### src/rtl/hamming_pkg.sv
// Shared constants and FSM state type for the (15,11) Hamming decoder sequencer.
`timescale 1ns/1ps
package hamming_pkg;

  localparam int unsigned CW_BITS   = 15;
  localparam int unsigned DATA_BITS = 11;
  localparam int unsigned SYN_W     = 4;
  localparam int unsigned CNT_W     = 8;
  localparam int unsigned IDX_W     = 4;

  typedef enum logic [2:0] {
    S_IDLE,
    S_CHECK,
    S_CORRECT,
    S_LOAD,
    S_SEND
  } state_t;

endpackage

### src/rtl/hamming_bit_counter.sv
// Modulo-N bit counter with enable, synchronous clear and a combinational wrap pulse.
`timescale 1ns/1ps
module hamming_bit_counter #(
  parameter int unsigned N = 15,
  parameter int unsigned W = 4
) (
  input  logic         clk,
  input  logic         rst,
  input  logic         en,
  input  logic         clr,
  output logic [W-1:0] cnt,
  output logic         wrap
);

  assign wrap = en && (cnt == W'(N - 1));

  always_ff @(posedge clk or posedge rst) begin
    if (rst) begin
      cnt <= '0;
    end else if (clr) begin
      cnt <= '0;
    end else if (en) begin
      cnt <= wrap ? '0 : cnt + 1'b1;
    end
  end

endmodule

### src/rtl/hamming_decoder_ctrl.sv
// Sequencer for the (15,11) Hamming decoder datapath; all strobes are registered.
// Optional ERR_CNT output is enabled by defining HAMMING_ERR_CNT_EN.
`timescale 1ns/1ps
module hamming_decoder_ctrl
  import hamming_pkg::*;
(
  input  logic             CLK,
  input  logic             REST,
  input  logic             DEVICE_EN,
  input  logic             RX_TICK,
  input  logic             TX_TICK,
  input  logic [SYN_W-1:0] SYNDROME,
  output logic             RX_SHIFT,
  output logic             CW_LOAD,
  output logic             CORR_EN,
  output logic             OUT_LOAD,
  output logic             TX_SHIFT,
  output logic [IDX_W-1:0] BIT_IDX,
  output logic             FRAME_DONE,
  output logic             ERR_FLAG,
  output logic             OVERRUN
`ifdef HAMMING_ERR_CNT_EN
  ,
  output logic [CNT_W-1:0] ERR_CNT
`endif
);

  state_t             state, state_nx;
  logic               hold_full;
  logic               cw_due;
  logic               rx_en, rx_wrap;
  logic               tx_en, tx_wrap, tx_last;
  logic [IDX_W-1:0]   tx_cnt;
  logic               cw_load_nx, corr_en_nx, out_load_nx, tx_shift_nx, frame_done_nx;
  logic               err_flag_nx, overrun_set;

  assign rx_en   = DEVICE_EN && RX_TICK;
  assign tx_en   = DEVICE_EN && TX_TICK && (state == S_SEND);
  assign tx_last = (tx_cnt == IDX_W'(DATA_BITS - 1));

  hamming_bit_counter #(.N(CW_BITS), .W(IDX_W)) u_rx_cnt (
    .clk  (CLK),
    .rst  (REST),
    .en   (rx_en),
    .clr  (1'b0),
    .cnt  (BIT_IDX),
    .wrap (rx_wrap)
  );

  hamming_bit_counter #(.N(DATA_BITS), .W(IDX_W)) u_tx_cnt (
    .clk  (CLK),
    .rst  (REST),
    .en   (tx_en),
    .clr  (out_load_nx),
    .cnt  (tx_cnt),
    .wrap (tx_wrap)
  );

  always_comb begin
    state_nx      = state;
    corr_en_nx    = 1'b0;
    out_load_nx   = 1'b0;
    tx_shift_nx   = 1'b0;
    frame_done_nx = 1'b0;
    err_flag_nx   = ERR_FLAG;
    if (DEVICE_EN) begin
      unique case (state)
        S_IDLE: begin
          if (hold_full) state_nx = S_CHECK;
        end
        S_CHECK: begin
          err_flag_nx = (SYNDROME != '0);
          state_nx    = (SYNDROME != '0) ? S_CORRECT : S_LOAD;
        end
        S_CORRECT: begin
          corr_en_nx = 1'b1;
          state_nx   = S_LOAD;
        end
        S_LOAD: begin
          out_load_nx = 1'b1;
          state_nx    = S_SEND;
        end
        S_SEND: begin
          if (tx_en) begin
            tx_shift_nx   = 1'b1;
            frame_done_nx = tx_wrap;
            if (tx_last) state_nx = S_IDLE;
          end
        end
        default: state_nx = S_IDLE;
      endcase
    end
  end

  // A full holding register is only safe to overwrite when it is emptied on the same edge.
  assign cw_load_nx  = DEVICE_EN && cw_due && (!hold_full || out_load_nx);
  assign overrun_set = DEVICE_EN && cw_due && hold_full && !out_load_nx;

  always_ff @(posedge CLK or posedge REST) begin
    if (REST) begin
      state      <= S_IDLE;
      hold_full  <= 1'b0;
      cw_due     <= 1'b0;
      RX_SHIFT   <= 1'b0;
      CW_LOAD    <= 1'b0;
      CORR_EN    <= 1'b0;
      OUT_LOAD   <= 1'b0;
      TX_SHIFT   <= 1'b0;
      FRAME_DONE <= 1'b0;
      ERR_FLAG   <= 1'b0;
      OVERRUN    <= 1'b0;
    end else begin
      state      <= state_nx;
      RX_SHIFT   <= rx_en;
      CW_LOAD    <= cw_load_nx;
      CORR_EN    <= corr_en_nx;
      OUT_LOAD   <= out_load_nx;
      TX_SHIFT   <= tx_shift_nx;
      FRAME_DONE <= frame_done_nx;
      ERR_FLAG   <= err_flag_nx;
      if (cw_load_nx)       hold_full <= 1'b1;
      else if (out_load_nx) hold_full <= 1'b0;
      // The load request survives a freeze and is resolved on the next enabled edge.
      if (rx_wrap)        cw_due <= 1'b1;
      else if (DEVICE_EN) cw_due <= 1'b0;
      if (overrun_set) OVERRUN <= 1'b1;
    end
  end

`ifdef HAMMING_ERR_CNT_EN
  logic enter_correct;
  assign enter_correct = (state == S_CHECK) && (state_nx == S_CORRECT);

  always_ff @(posedge CLK or posedge REST) begin
    if (REST) begin
      ERR_CNT <= '0;
    end else if (enter_correct && (ERR_CNT != '1)) begin
      ERR_CNT <= ERR_CNT + 1'b1;
    end
  end
`endif

endmodule

### config.mk
export PLATFORM = sky130hd
export DESIGN_NAME = hamming_decoder_ctrl
export DESIGN_NICKNAME = d
export VERILOG_FILES = /design/src/rtl/hamming_pkg.sv /design/src/rtl/hamming_bit_counter.sv /design/src/rtl/hamming_decoder_ctrl.sv
export SDC_FILE = /design/constraint.sdc
export NUM_CORES = 1
export LEC_CHECK = 0
export ABC_AREA = 1
export CORE_UTILIZATION = 54
export CTS_CLUSTER_SIZE = 24
export DETAILED_ROUTE_END_ITERATION = 10
export DONT_BUFFER_PORTS = 1
export PLACE_DENSITY = 0.81
export SYNTH_ARGS = -nofsm -noshare
export SYNTH_HDL_FRONTEND = slang
export SYNTH_SLANG_ARGS = --single-unit
### constraint.sdc
create_clock -name CLK -period 1.4 [get_ports CLK]
set_clock_uncertainty 0.2 [all_clocks]
set_input_delay 0.28 -clock CLK [delete_from_list [all_inputs] [get_ports CLK]]
set_output_delay 0.28 -clock CLK [all_outputs]
set_load 0.01 [all_outputs]
==> metrics.cfg, run 1 <==
[clocking]
clk_path_buf_depth=2
ctsRootBufferMaster=clkbuf_4
clk_pin_slew_ns=0.11
cts_sinks=21
clk_latency_ns=0.30
cts_buffers=3
cts_tree=built
cts_max_level=1

[logic_synthesis]
yosysTopAreaCell=dfrtp_1
synth.most_common_cell=nand2_1
async_flop_share_pct=100.0
synth.top_cell.area_share_pct=49.53
synth_cell_types=21
synthTopCellsByCount=32 x nand2_1, 21 x dfrtp_1, 11 x inv_1, 11 x nand3_1, 10 x nor2_1
syn-instance-count=120
synth.net_count=133
ys_seq_area_share_pct=49.53
syn_area_per_cell_um2=8.842
ys_seq_elements=21
ys_warn_count=0
ys.flop_type=dfrtp_1
syn_area_um2=1061
synth_edf_count=0
synth_area_leaders=dfrtp_1 50%, nand2_1 11%, nand3_1 5.2%, ha_1 4.7%, inv_1 3.9%

[routing]
drt-total-wl_mm=2.327
drtIter0Drc=15
avgRoutedWirePerCell_um=13.77
firstDrtPassIters=4
antenna_left=0
drc=0
viasPerCell=5.320
vias=899

[cells_and_area]
regArea_um2=529.3
utilization_pct=76.00
diodes=0
drive_above_1_share_pct=35.42
nets=158
fillers=108
area_growth_pct=27.71
multi_input_area_um2=526.8
top_regs=u_rx_cnt.cnt (4), u_tx_cnt.cnt (4), state (3)

[pwr]
power_density_nw_per_um2=1684
peakVddDrop_mv=0.9581
leakage_nw=0.7108
power_mw=2.282

[job]
drv_cap=0

[timing]
drv_slew=0
worstMarginPinSlew_ns=0.2960
rsz0062_at_grt=true
fin_setup_tns_ns=-0.05135
finalCritPeriodShare_pct=102.9
relSlewSlack_pct=80.27
fmaxAchievable_mhz=694.0
hold_viol=1
finalCriticalPeriod_ns=1.441
whs_ns=-0.004459
worst_slack_ns=-0.04102
final-setup-viol-count=2

[setup_path]
crit_path_frequent_cell=buf_6
cpPeakStageDelay_ns=0.42
cp.required_ns=0.92
r2r_slack_ns=-0.01
cp_max_fo=3
crit_cells=2
slowest_stage=dfrtp_1
crit_path_end=BIT_IDX[0]
worstSetupPathType=reg -> out
critPathLaunch=u_rx_cnt.cnt[0]$_DFFE_PP0P_
crit_arrival_ns=0.96
timing.rr.end=u_rx_cnt.cnt[0]$_DFFE_PP0P_
critPathTopFamily=flip-flops
reg2reg_depth=5
cp-end-kind=output port
cp_cell_sequence=buf_6 > buf_6
r2r_start=u_rx_cnt.cnt[0]$_DFFE_PP0P_
start_kind=flip-flop
crit_buf_inv=2

[floorplan]
start_util_pct=59.51
fp.dieW_um=46.33
dieArea_um2=2146
io_pins=21
dieHeight_um=46.33
core_area_um2=1783
num_rows=15

[worst_hold_path]
hold_path_class=in -> reg

[global_route]
grt_pass1_vias=812
grt_start_max_net_pins=22
track_usage_pct=24.20
grt_first_pass_wirelength_mm=3.567
grt_remaining_overflow=0
grt_antenna_before_repair=0

[place]
portBuffers=0
dp_hpwl_mm=1.489
routabilityCongestion=0.8011

[run_status]
violations=hold timing, setup timing
status=finished with violations

==> cell families after synthesis <==
kind of cell,share of synthesized area [%]
DFF,49.53
buffers and inverters,5.661
and+or+nand+nor,33.84
AOI/OAI and AO/OA,4.599
xor gates and xnor gates,1.651
adders and majority gates,4.717
==> how the worst min path moves through the flow <==
stage          startpoint              endpoint  depth (start not counted)
2_1_floorplan        REST     CORR_EN$_DFF_PP0_                          1
3_3_place_gp         REST    RX_SHIFT$_DFF_PP0_                          2
3_5_place_dp         REST    RX_SHIFT$_DFF_PP0_                          2
4_1_cts         DEVICE_EN  FRAME_DONE$_DFF_PP0_                          4
5_1_grt         DEVICE_EN  FRAME_DONE$_DFF_PP0_                          4
6_report        DEVICE_EN  FRAME_DONE$_DFF_PP0_                          4
==> metal layers <==
| metal | routed length [um] | up-vias | track usage [%] |
|---|---|---|---|
| li1 | - | 433 | - |
| met4 | 51 | 0 | 13.53 |
| met1 | 1005 | 431 | 30.52 |
| met2 | 1168 | 29 | 37.78 |
| met3 | 103 | 6 | 5.490 |
| met5 | 0 | - | 0 |
==> through the flow <==
stage,std cells,hold WS [ns],setup slack [ns],area (um2)
final,169,-0.004459,-0.04102,1355
after floorplan,120,0.05653,0.08407,1061
after global placement,152,0.01489,0.06098,1147
after global routing,169,-0.001471,-0.09211,1355
after detailed placement,152,0.01700,0.003444,1147
after CTS,164,0.01054,-0.05232,1254
==> placed cells by master, fill, tap and decap left out <==
master / n
a21oi_1: 2
a21oi_4: 1
buf_4: 13
buf_6: 4
clkbuf_4: 3
clkinv_2: 1
dfrtp_1: 18
dfrtp_2: 3
dlygate4sd3_1: 3
dlymetal6s4s_1: 1
ha_1: 2
ha_2: 1
ha_4: 1
inv_1: 9
inv_2: 4
inv_4: 1
nand2_1: 29
nand2_2: 8
nand3_1: 7
nand3_2: 4
nand3_4: 1
nand4_1: 6
nand4_2: 1
nand4_4: 1
nor2_1: 10
nor2_2: 2
nor2_4: 2
o21ai_0: 2
o21ai_1: 1
o21bai_1: 1
xor2_1: 2
==> power breakdown <==
group          internal [mW]  switching (mW)
sequential             0.766           0.219
clock                  0.107           0.178
combinational          0.495           0.516
==> worst reg2reg max path, delay by kind of cell (launching register included) <==
| kind | cells | cell delay, ns |
|---|---|---|
| AOI/OAI and AO/OA | 1 | 0.07 |
| adders and majority gates | 1 | 0.21 |
| buffers and inverters | 1 | 0.12 |
| DFF | 1 | 0.42 |
| and+or+nand+nor | 2 | 0.28 |
==> layout make-up <==
type / instances / area share [%]
flip-flops and latches: 21 / 39.06
multi-input cells: 84 / 38.87
repair buffers: 21 / 13.67
inverters: 14 / 4.063
well taps: 25 / 2.308
clock buffers: 3 / 1.662
clock inverters: 1 / 0.3693
==> timing repair <==
item / 4_1_cts / 5_1_grt
pin swaps: 0 / 10
gates resized for setup: 3 / 18
buffers inserted: 4 / 5
hold buffers: 4 / 0
endpoints found under the setup margin: 5 / 17
endpoints found under the hold margin: 30 / 0
(Power assumes the default switching activity.)
==> inputs of run 2 (changes only) <==
==> constraint.sdc (replaced) <==
create_clock -name CLK -period 1.4 [get_ports CLK]
set_clock_uncertainty 0.2 [all_clocks]
set_input_delay 0.14 -clock CLK [delete_from_list [all_inputs] [get_ports CLK]]
set_output_delay 0.14 -clock CLK [all_outputs]
set_load 0.01 [all_outputs]
==> run 2 against run 1 <==
  * The run ends with setup timing left
  * Total power is 2.7% lower
  * Final cell count down 0.59%
  * Register-to-register slack is essentially flat
  * Combinational power down 9%
  * First-iteration DRC count grew 13%
  * Sequential power barely moved
  * Die area unchanged
  * Via count down 1.1%
  * Clock power up 5%
==> metrics.cfg, run 2 (same netlist as run 1, synthesis figures left out) <==
[timing]
drv_slew=0  ; unchanged
finalCritPeriodShare_pct=101.6  ; -1.3 points
worstMarginPinSlew_ns=0.3362  ; +0.04021 ns
worst_slack_ns=-0.02308  ; +0.01794 ns
fin_setup_tns_ns=-0.07157  ; -0.02021 ns
relSlewSlack_pct=77.58  ; -2.7 points
fmaxAchievable_mhz=702.7  ; +1.3%
whs_ns=0.07527  ; +0.07973 ns
rsz0062_at_grt=true
final-setup-viol-count=4  ; +2
finalCriticalPeriod_ns=1.423  ; -0.01794 ns
hold_viol=0  ; -1

[floorplan]
io_pins=21  ; unchanged
fp.dieW_um=46.33  ; unchanged
start_util_pct=59.51  ; unchanged
core_area_um2=1783  ; unchanged
dieArea_um2=2146  ; unchanged
dieHeight_um=46.33  ; unchanged
num_rows=15  ; unchanged

[cells_and_area]
nets=157  ; -0.63%
diodes=0  ; unchanged
layout_common_cells=29 x nand2_1, 18 x dfrtp_1, 12 x buf_4, 10 x nor2_1
final_common_cell=nand2_1
fillers=116  ; +7.4%
area_growth_pct=27.36
fin_cells=168  ; -0.59%
drive_above_1_share_pct=32.87  ; -2.5 points
top_regs=u_rx_cnt.cnt (4), u_tx_cnt.cnt (4), state (3)

[routing]
avgRoutedWirePerCell_um=13.94  ; +1.2%
firstDrtPassIters=4  ; unchanged
drt-total-wl_mm=2.342  ; +0.64%
drc=0  ; unchanged
antenna_left=0  ; unchanged
viasPerCell=5.292  ; -0.52%
vias=889  ; -1.1%
drtIter0Drc=17  ; +2

[pwr]
power_density_nw_per_um2=1643  ; -2.4%
leakage_nw=0.6973  ; -1.9%
peakVddDrop_mv=0.8511  ; -11%

[place]
preCtsSetupSlack_ns=0.003444  ; unchanged
routabilityCongestion=0.8011  ; unchanged
dp_hpwl_mm=1.489  ; unchanged
dp.cells=152  ; unchanged
portBuffers=0  ; unchanged

[job]
drv_cap=0  ; unchanged

[setup_path]
start_kind=flip-flop
worstSetupPathType=reg -> reg
cp_max_fo=6  ; +3
crit_arrival_ns=1.44  ; +0.48 ns
cp-end-kind=flip-flop
cp.required_ns=1.42  ; +0.50 ns

[clocking]
ctsRootBufferMaster=clkbuf_4
cts_tree=built
cts_buffers=3  ; unchanged
clk_pin_slew_ns=0.12  ; about the same
clk_path_buf_depth=2  ; unchanged
cts_max_level=1  ; unchanged
cts_sinks=21  ; unchanged
clk_latency_ns=0.31  ; about the same

[global_route]
grtUsageMet3_pct=5.490  ; unchanged
grt_pass1_vias=788  ; -3.0%
track_usage_pct=23.63  ; -0.57 points
gr-usage-met2_pct=38.06  ; +0.28 points
grt.busiest_layer=met2
gr-usage-met1_pct=28.78  ; -1.7 points
grt_start_max_net_pins=22  ; unchanged
grt_first_pass_wirelength_mm=3.456  ; -3.1%
grt_remaining_overflow=0  ; unchanged
grt_antenna_before_repair=0  ; unchanged

[run_status]
violations=setup timing
status=finished with violations

[worst_hold_path]
hold_path_class=in -> async

-- run 2: worst paths after layout --
check / cells after the start / slack, ns / end / start
setup / recovery: 6 / -0.02 / u_tx_cnt.cnt[3]$_DFFE_PP0P_ / state[0]$_DFFE_PP0P_
setup reg to reg: 6 / -0.02 / u_tx_cnt.cnt[3]$_DFFE_PP0P_ / state[0]$_DFFE_PP0P_
max in group asynchronous: 3 / 0.70 / u_rx_cnt.cnt[1]$_DFFE_PP0P_ / REST
hold reg to reg: 1 / 0.30 / CW_LOAD$_DFF_PP0_ / hold_full$_DFFE_PP0P_
hold / removal: 3 / 0.08 / hold_full$_DFFE_PP0P_ / REST
min in group CLK: 3 / 0.15 / ERR_FLAG$_DFFE_PP0P_ / DEVICE_EN
-- run 2: what timing repair did --
action                                 4_1_cts  5_1_grt
pin swaps                                    0       10
buffers inserted                             1        4
endpoints found under the hold margin       41        0
hold buffers                                 8        0
setup endpoints to repair                    3       14
gates resized for setup                      0       19
-- run 2: worst max-delay path, stage by stage, from the launching register on --
cell and delay (ns):
dfrtp_2 0.47, nor2_4 0.14, nand2_2 0.09, nor2_4 0.20, inv_2 0.10, nand3_2 0.07
nand2_2 0.05
-- run 2: metal layers --
| metal | part of all wire (%) | wire length, um |
|---|---|---|
| met5 | 0 | 0 |
| met4 | 2.6 | 60 |
| met3 | 3.8 | 90 |
| met2 | 51 | 1203 |
| met1 | 42 | 988 |
-- run 2: metrics by stage --
| stage | power, mW | area (um2) | utilization [%] |
|---|---|---|---|
| 3_3_place_gp | 1.667 | 1147 | 64.35 |
| 4_1_cts | 2.053 | 1262 | 70.81 |
| 2_1_floorplan | 1.459 | 1061 | - |
| 6_report | 2.221 | 1351 | 75.79 |
| 5_1_grt | 2.387 | 1351 | 75.79 |
| 3_5_place_dp | 1.723 | 1147 | 64.35 |
-- run 2: final cells by class --
| cell class | count | area (um2) | share of cell area [%] |
|---|---|---|---|
| tap | 25 | 31.28 | 2.315 |
| clock inverter | 1 | 5.005 | 0.3704 |
| sequential | 21 | 529.3 | 39.17 |
| inverter | 14 | 55.05 | 4.074 |
| timing repair buffer | 20 | 172.7 | 12.78 |
| multi-input combinational | 84 | 535.5 | 39.63 |
| clock buffer | 3 | 22.52 | 1.667 |
-- run 2: power by group --
group          switching (mW)  leakage [nW]  total [mW]  internal [mW]
registers               0.238         0.275        1.00          0.766
logic                   0.496         0.404       0.919          0.423
clock network           0.191        0.0177       0.298          0.107
